### src/rtl/myriadrf_pkg.sv
// Shared MyriadRF definitions: state encoding, IQ width and IQ field slices.
// Used by the TX scheduler, myriadrf_tx_if and the RX path.
package myriadrf_pkg;

    localparam int IQ_W  = 24;
    localparam int I_MSB = 23;
    localparam int I_LSB = 12;
    localparam int Q_MSB = 11;
    localparam int Q_LSB = 0;

    typedef enum logic [1:0] {
        ST_IDLE = 2'd0,
        ST_ARM  = 2'd1,
        ST_RUN  = 2'd2
    } state_t;

    function automatic logic [IQ_W-1:0] iq_pack(
        input logic [I_MSB-I_LSB:0] i,
        input logic [Q_MSB-Q_LSB:0] q
    );
        return {i, q};
    endfunction

endpackage

### src/rtl/myriadrf_sat_cnt.sv
// Saturating up-counter with synchronous clear; clear plus increment yields 1.
// Ports: clk, rst, clr, inc, cnt (W bits).
module myriadrf_sat_cnt #(
    parameter int W = 16
) (
    input  logic         clk,
    input  logic         rst,
    input  logic         clr,
    input  logic         inc,
    output logic [W-1:0] cnt
);

    localparam logic [W-1:0] MAX = '1;

    always_ff @(posedge clk) begin
        if (rst) begin
            cnt <= '0;
        end else if (clr) begin
            cnt <= {{(W-1){1'b0}}, inc};
        end else if (inc && cnt != MAX) begin
            cnt <= cnt + 1'b1;
        end
    end

endmodule

### src/rtl/myriadrf_tx_sched.sv
// TX burst scheduler: meters IQ samples into myriadrf_tx_if on each load strobe.
// Ports: control (start/stop/len/test), stream in (s_*), sample out (m_*), status.
module myriadrf_tx_sched
    import myriadrf_pkg::*;
#(
    parameter int CNT_W = 16
) (
    input  logic             clk,
    input  logic             rst,
    input  logic             start_i,
    input  logic             stop_i,
    input  logic [CNT_W-1:0] burst_len_i,
    input  logic             test_mode_i,
    input  logic [IQ_W-1:0]  test_iq_i,
    input  logic             clr_i,
    input  logic [IQ_W-1:0]  s_data_i,
    input  logic             s_valid_i,
    output logic             s_ready_o,
    output logic [IQ_W-1:0]  m_data_o,
    input  logic             m_ready_i,
    output logic             busy_o,
    output logic             done_o,
    output logic             underrun_o,
    output logic [CNT_W-1:0] underrun_cnt_o
);

    state_t           state_q, state_n;
    logic [CNT_W-1:0] len_q, len_n;
    logic [CNT_W-1:0] cnt_q, cnt_n;
    logic             test_q, test_n;
    logic [IQ_W-1:0]  data_n;
    logic             done_n;
    logic             slot;
    logic             urun;
    logic             urun_q;

    always_ff @(posedge clk) begin
        if (rst) begin
            state_q  <= ST_IDLE;
            len_q    <= '0;
            cnt_q    <= '0;
            test_q   <= 1'b0;
            m_data_o <= '0;
            done_o   <= 1'b0;
            urun_q   <= 1'b0;
        end else begin
            state_q  <= state_n;
            len_q    <= len_n;
            cnt_q    <= cnt_n;
            test_q   <= test_n;
            m_data_o <= data_n;
            done_o   <= done_n;
            urun_q   <= urun | (urun_q & ~clr_i);
        end
    end

    always_comb begin
        state_n = state_q;
        len_n   = len_q;
        cnt_n   = cnt_q;
        test_n  = test_q;
        data_n  = m_data_o;
        done_n  = 1'b0;
        slot    = 1'b0;
        urun    = 1'b0;
        unique case (state_q)
            ST_IDLE: begin
                if (m_ready_i) data_n = '0;
                if (start_i) begin
                    state_n = ST_ARM;
                    len_n   = burst_len_i;
                    test_n  = test_mode_i;
                    cnt_n   = '0;
                end
            end
            ST_ARM: begin
                if (stop_i) begin
                    state_n = ST_IDLE;
                    if (m_ready_i) data_n = '0;
                end else if (m_ready_i) begin
                    // Waiting for data here is not an underrun.
                    if (test_q || s_valid_i) begin
                        slot    = 1'b1;
                        data_n  = test_q ? test_iq_i : s_data_i;
                        cnt_n   = CNT_W'(1);
                        state_n = ST_RUN;
                    end else begin
                        data_n = '0;
                    end
                end
            end
            ST_RUN: begin
                if (stop_i) begin
                    state_n = ST_IDLE;
                    if (m_ready_i) data_n = '0;
                end else if (m_ready_i) begin
                    // Burst-end slot carries a zero, not a sample.
                    if (len_q != '0 && cnt_q == len_q) begin
                        data_n  = '0;
                        state_n = ST_IDLE;
                        done_n  = 1'b1;
                    end else begin
                        slot  = 1'b1;
                        cnt_n = cnt_q + 1'b1;
                        if (test_q) begin
                            data_n = test_iq_i;
                        end else if (s_valid_i) begin
                            data_n = s_data_i;
                        end else begin
                            data_n = '0;
                            urun   = 1'b1;
                        end
                    end
                end
            end
            default: state_n = ST_IDLE;
        endcase
    end

    assign s_ready_o  = m_ready_i & ~test_q & s_valid_i & slot & ~rst;
    assign busy_o     = (state_q != ST_IDLE);
    assign underrun_o = urun_q;

    myriadrf_sat_cnt #(
        .W (CNT_W)
    ) u_urun_cnt (
        .clk (clk),
        .rst (rst),
        .clr (clr_i),
        .inc (urun),
        .cnt (underrun_cnt_o)
    );

endmodule

### config.mk
export PLATFORM = sky130hd
export DESIGN_NAME = myriadrf_tx_sched
export DESIGN_NICKNAME = d
export VERILOG_FILES = /design/src/rtl/myriadrf_pkg.sv /design/src/rtl/myriadrf_sat_cnt.sv /design/src/rtl/myriadrf_tx_sched.sv
export SDC_FILE = /design/constraint.sdc
export NUM_CORES = 1
export LEC_CHECK = 0
export CORE_ASPECT_RATIO = 0.5
export CORE_UTILIZATION = 51
export CTS_CLUSTER_DIAMETER = 40
export DETAILED_ROUTE_END_ITERATION = 10
export PLACE_DENSITY = 0.85
export SYNTH_ARGS = -nofsm -noshare
export SYNTH_HDL_FRONTEND = slang
export SYNTH_SLANG_ARGS = --single-unit
### constraint.sdc
create_clock -name clk -period 4.18 [get_ports clk]
set_clock_uncertainty 0.2 [all_clocks]
set_input_delay 0.418 -clock clk [delete_from_list [all_inputs] [get_ports clk]]
set_output_delay 0.418 -clock clk [all_outputs]
set_load 0.05 [all_outputs]
* Word-level counts from Yosys, hierarchy flattened *
Index checks and enable logic that the tools add are counted.

operators by class
  equality and inequality tests = 15
  reductions and logical operators = 14
  mux-type cells = 43
  $add $sub $neg = 2
  bitwise logic cells = 11

operators by type and width
  operator               number
  $mux 24                10
  $mux 16                7
  $pmux 24 s3            1
  $pmux 16 s3            1
  $add 16x1->16 const B  2
  $eq 16x16->1           1
  $ne 16x16->1 const B   1
  $reduce_bool 16->1     1
  $mux 1                 15
  $mux 2                 7
  $ne 2x2->1 const B     7
  $ne 3x3->1 const B     4
  $reduce_and 8->1       1
  $pmux 2 s3             1
  $and 1x1->1            5
  $not 1->1              5
  $reduce_and 5->1       1
  $reduce_bool 2->1      2
  $reduce_or 4->1        1
  $reduce_and 3->1       1
  $reduce_bool 3->1      1
  $eq 2x1->1 const B     1
  $eq 2x2->1 const B     1
  $logic_and 1x1->1      2
  other kinds (6)        6

storage, ports and cells
  output and inout bits = 44
  logic and storage cells = 94
  bits in registers = 77
  bits of input ports = 72

* Depth between registers and ports, before layout *
  depth after elaboration = 9
  gate-level depth with buffers = 10
  gate-level depth less buffers = 8

* Cells and area by module *
From an unflattened synthesis, not the netlist that was laid out.

unflattened totals
  cell total of the unflattened synthesis = 452
  area total of the unflattened synthesis = 3,712.3 µm²

modules (own cells, without submodules)
  module             area an instance (µm²)  instances  cells each  seq. area each (µm²)
  myriadrf_tx_sched  2,901.5                 1          359         1,221.2
  myriadrf_sat_cnt   810.8                   1          93          320.3

* Worst setup path before layout *
OpenSTA, ideal clock, no wires.

  kind = reg-to-output
  from = register len_q[13]
  to = output port s_ready_o
  data arrival time = 2.725 ns
  buffers on the path = 1
  setup slack = 0.837 ns
  required time = 3.562 ns
  stages on the path, launching flop included = 8
  path through = dfxtp_1 > nor4_1 > nand4_1 > and3_1 > nand2_1 > buf_2 > a31oi_1 > nor4_1

between the ends
  word-level cells in the longest chain between the ends = 8
  elaborated cells on any way between the ends = 9
  classes of those cells = eq/ne (1); mux (4); bitwise (2); reduce/logical (2)

ends and longest elaborated chain
  item                                                line                      RTL
  start: declaration                                  myriadrf_tx_sched.sv:28   logic [CNT_W-1:0] len_q, len_n;
  start signal: assignment                            myriadrf_tx_sched.sv:48   len_q <= len_n;
  $eq 16x16->1 or $reduce_bool 16->1 (tied branches)  myriadrf_tx_sched.sv:98   if (len_q != '0 && cnt_q == len_q) begin
  $logic_and 1x1->1 (*)                               myriadrf_tx_sched.sv:98
  $mux 1 (*)                                          myriadrf_tx_sched.sv:98
  $mux 1 (*)                                          myriadrf_tx_sched.sv:96   end else if (m_ready_i) begin
  $mux 1 (*)                                          myriadrf_tx_sched.sv:93   if (stop_i) begin
  $pmux 1 s2 (*)                                      myriadrf_tx_sched.sv:66   unique case (state_q)
  $and 1x1->1 (*) (2 in series)                       myriadrf_tx_sched.sv:120  assign s_ready_o = m_ready_i & ~test_q & s_valid_i & slot & ~rst;
  end: declaration                                    myriadrf_tx_sched.sv:18   output logic s_ready_o,

Every way passes the cells marked *; elsewhere a longest branch is shown, timed or not.

* Worst setup path after layout *
  from = register cnt_q[10]
  to = output port s_ready_o

between the ends
  word-level cells in the longest chain between the ends = 8

ends and longest elaborated chain
  item                       line                      RTL
  start: declaration         myriadrf_tx_sched.sv:29   logic [CNT_W-1:0] cnt_q, cnt_n;
  start signal: assignment   myriadrf_tx_sched.sv:49   cnt_q <= cnt_n;
  $eq 16x16->1               myriadrf_tx_sched.sv:98
  $logic_and 1x1->1          myriadrf_tx_sched.sv:98
  $mux 1                     myriadrf_tx_sched.sv:98
  $mux 1                     myriadrf_tx_sched.sv:96
  $mux 1                     myriadrf_tx_sched.sv:93
  $pmux 1 s2                 myriadrf_tx_sched.sv:66
  $and 1x1->1 (2 in series)  myriadrf_tx_sched.sv:120

No other way between the ends.

==> flow_summary.ini <==
[synth]
syn_area_per_cell_um2 = 7.502
syn_nets = 604
syn_area_um2 = 3946
yosysWarnings = 0
synth_edf_count = 0
ys.flop_type = dfxtp_1
synth_seq_cells = 77
ys_seq_area_share_pct = 39.06
netlist_instances = 526
synthArstFlopShare_pct = 0
ys_types = 49

[clocking]
post_cts_buffers = 0
cts_max_path_buffers = 2
cts_sinks = 77
hold_buffers = 0
cts.reportedPaths.clkPinSlew_ns = 0.06
cts_resized = 0
numCtsBuffers = 9
cts_tree = built
cts.htree.levels = 3
cts-root-buf = clkbuf_16
clk-insertion-delay-late_ns = 0.34

[power]
peakVddDrop_uv = 227.1
power.density_nw_per_um2 = 347.7
leakagePower_nw = 2.001

[die]
coreArea_um2 = 7405
die_h_um = 64.20
die_x_um = 126.4
rows = 22
dieArea_um2 = 8115
num_io_pins = 116
initial_core_util_pct = 53.30

[setup_path]
required_ns = 3.56
critical-path-max-stage-delay_ns = 0.75
r2r_cells = 7
cp_num_buf_inv = 2
arrival_ns = 2.83
path_delay_family = buffers and inverters
path_cells = xor2_1 > nor4_1 > and3_1 > nand2_1 > buf_4 > a31oi_1 > nor4_1 > clkdlybuf4s50_1
reg2reg_to = m_data_o[0]$_SDFFE_PP0P_
critPathCaptureType = output pin
reg2reg_from = cnt_q[10]$_SDFFE_PP0P_
path_common_cell = nor4_1
critPathLaunchType = flop
critPathKind = flop to output pin
crit_fanout = 13
r2r_slack_ns = 1.37
crit_slowest_cell = clkdlybuf4s50_1

[place]
hpwl_um = 7182
gp_congestion = 0.8481
io_buffers = 115

[detailed_routing]
finalWirelength_um = 10350
vias = 4007
drt_iter0_drc = 267
first_pass_iters = 5
drcViolationCount = 0
ant_nets = 0
vias_per_cell = 5.519
wl_per_cell_um = 14.25

[worst_hold_path]
hold_end = m_data_o[18]$_SDFFE_PP0P_
hold_depth = 2
hp-start = m_data_o[18]$_SDFFE_PP0P_
hold_path.class = flop to flop

[global_route]
antenna_found_initial = 0
overflow = 0
grt_pass1_wl_um = 16790
grtUsageTotal_pct = 26.07
first_global_vias = 3665
grt_max_degree = 55

[cells_and_area]
final_cell_mix = clkdlybuf4s50_1, nand2_1, dfxtp_1
insertedDiodeCount = 0
final_common_cell = clkdlybuf4s50_1
fin_nets = 705
area_growth_pct = 36.02
final_layout_size_suffix_gt1_share_pct = 4.921
nFillCells = 586

[run_status]
status = finished clean

[sta]
max_freq_mhz = 290.2
max_slew_margin_pct = 33.36
fin_tns_setup_ns = 0
finalHoldViolCount = 0
finalCritPeriodShare_pct = 82.42
whs_ns = 0.2447
period_minus_slack_ns = 3.445
setup_violations = 0
slew_violations = 0
tightest_slew_ns = 0.9995
grt_setup_unrepaired = no

[run]
drv_cap = 0
sequential cells by signal (all words and copies together) (netlist names):
register,count
done_o,1
underrun_o,1
len_q,16
test_q,1
cnt_q,16
state_q,2
m_data_o,24
u_urun_cnt.cnt,16
worst max-delay path by stage:
stage | slack (ns) | startpoint | depth (start not counted) | to
after floorplan | 0.84 | len_q[13]$_SDFFE_PP0P_ | 7 | s_ready_o
final | 0.73 | cnt_q[10]$_SDFFE_PP0P_ | 8 | s_ready_o
after CTS | 0.78 | cnt_q[10]$_SDFFE_PP0P_ | 8 | s_ready_o
after global routing | 0.53 | len_q[3]$_SDFFE_PP0P_ | 8 | s_ready_o
after global placement | 1.20 | len_q[3]$_SDFFE_PP0P_ | 8 | s_ready_o
after detailed placement | 1.18 | len_q[13]$_SDFFE_PP0P_ | 8 | s_ready_o
tightest hold or removal path, cell delays in order (launching register included):
cell and delay [ns]:
dfxtp_1 0.30, nand2_1 0.05, o21ai_1 0.05
cell usage after synthesis, types with 10 or more instances:
master	number	area (um^2)
o21ai_0	11	55.05
nand2_1	110	412.9
xor2_1	16	140.1
dfxtp_1	77	1541
a21oi_1	62	310.3
or3_1	11	68.82
o31ai_1	10	75.07
o21ai_1	40	200.2
nor2b_1	16	100.1
clkbuf_1	17	63.81
nor2_1	45	168.9
nand3_1	13	65.06
kinds of logic (layout without fill, tap and decap cells):
kind of cell	Yosys count	count (layout)	synth area share, %
xor+xnor	17	17	3.773
compound gates	144	144	20.93
simple gates	243	243	29.01
mux	4	4	1.015
flops	77	77	39.06
buf+inv	35	139	4.312
fa+ha+maj	6	6	1.902
per-layer routing:
layer  vias up  GRT usage (%)  wire (um)
li1       2032              -          -
met1      1833          30.91       4625
met2       120          44.61       4918
met3        22          7.956        624
met4         0          10.09        180
met5         -              0          0
through the flow:
step / util (%) / total power, mW / setup WS, ns / instance area [um^2] / instances
final: 72.49 / 1.867 / 0.7347 / 5368 / 726
after global routing: 72.49 / 1.956 / 0.5271 / 5368 / 726
after CTS: 72.49 / 1.874 / 0.7783 / 5368 / 726
after detailed placement: 68.89 / 1.169 / 1.176 / 5101 / 712
after global placement: 68.89 / 1.159 / 1.201 / 5101 / 712
after floorplan: - / 1.038 / 0.8368 / 3946 / 526
layout make-up:
class / instances / area, um^2 / share of cell area (%)
Clock buffer: 12 / 256.5 / 4.779
Sequential cell: 77 / 1543 / 28.74
Tap cell: 96 / 120.1 / 2.238
Timing Repair Buffer: 119 / 1181 / 22.00
Multi-Input combinational cell: 414 / 2235 / 41.63
Inverter: 6 / 22.52 / 0.4196
Clock inverter: 2 / 10.01 / 0.1865
power by group:
group / total [mW] / switching, mW / internal [mW]
Clock: 0.709 / 0.283 / 0.425
Sequential: 0.796 / 0.0370 / 0.759
Combinational: 0.362 / 0.209 / 0.153
Power figures use the tool's default switching activity.
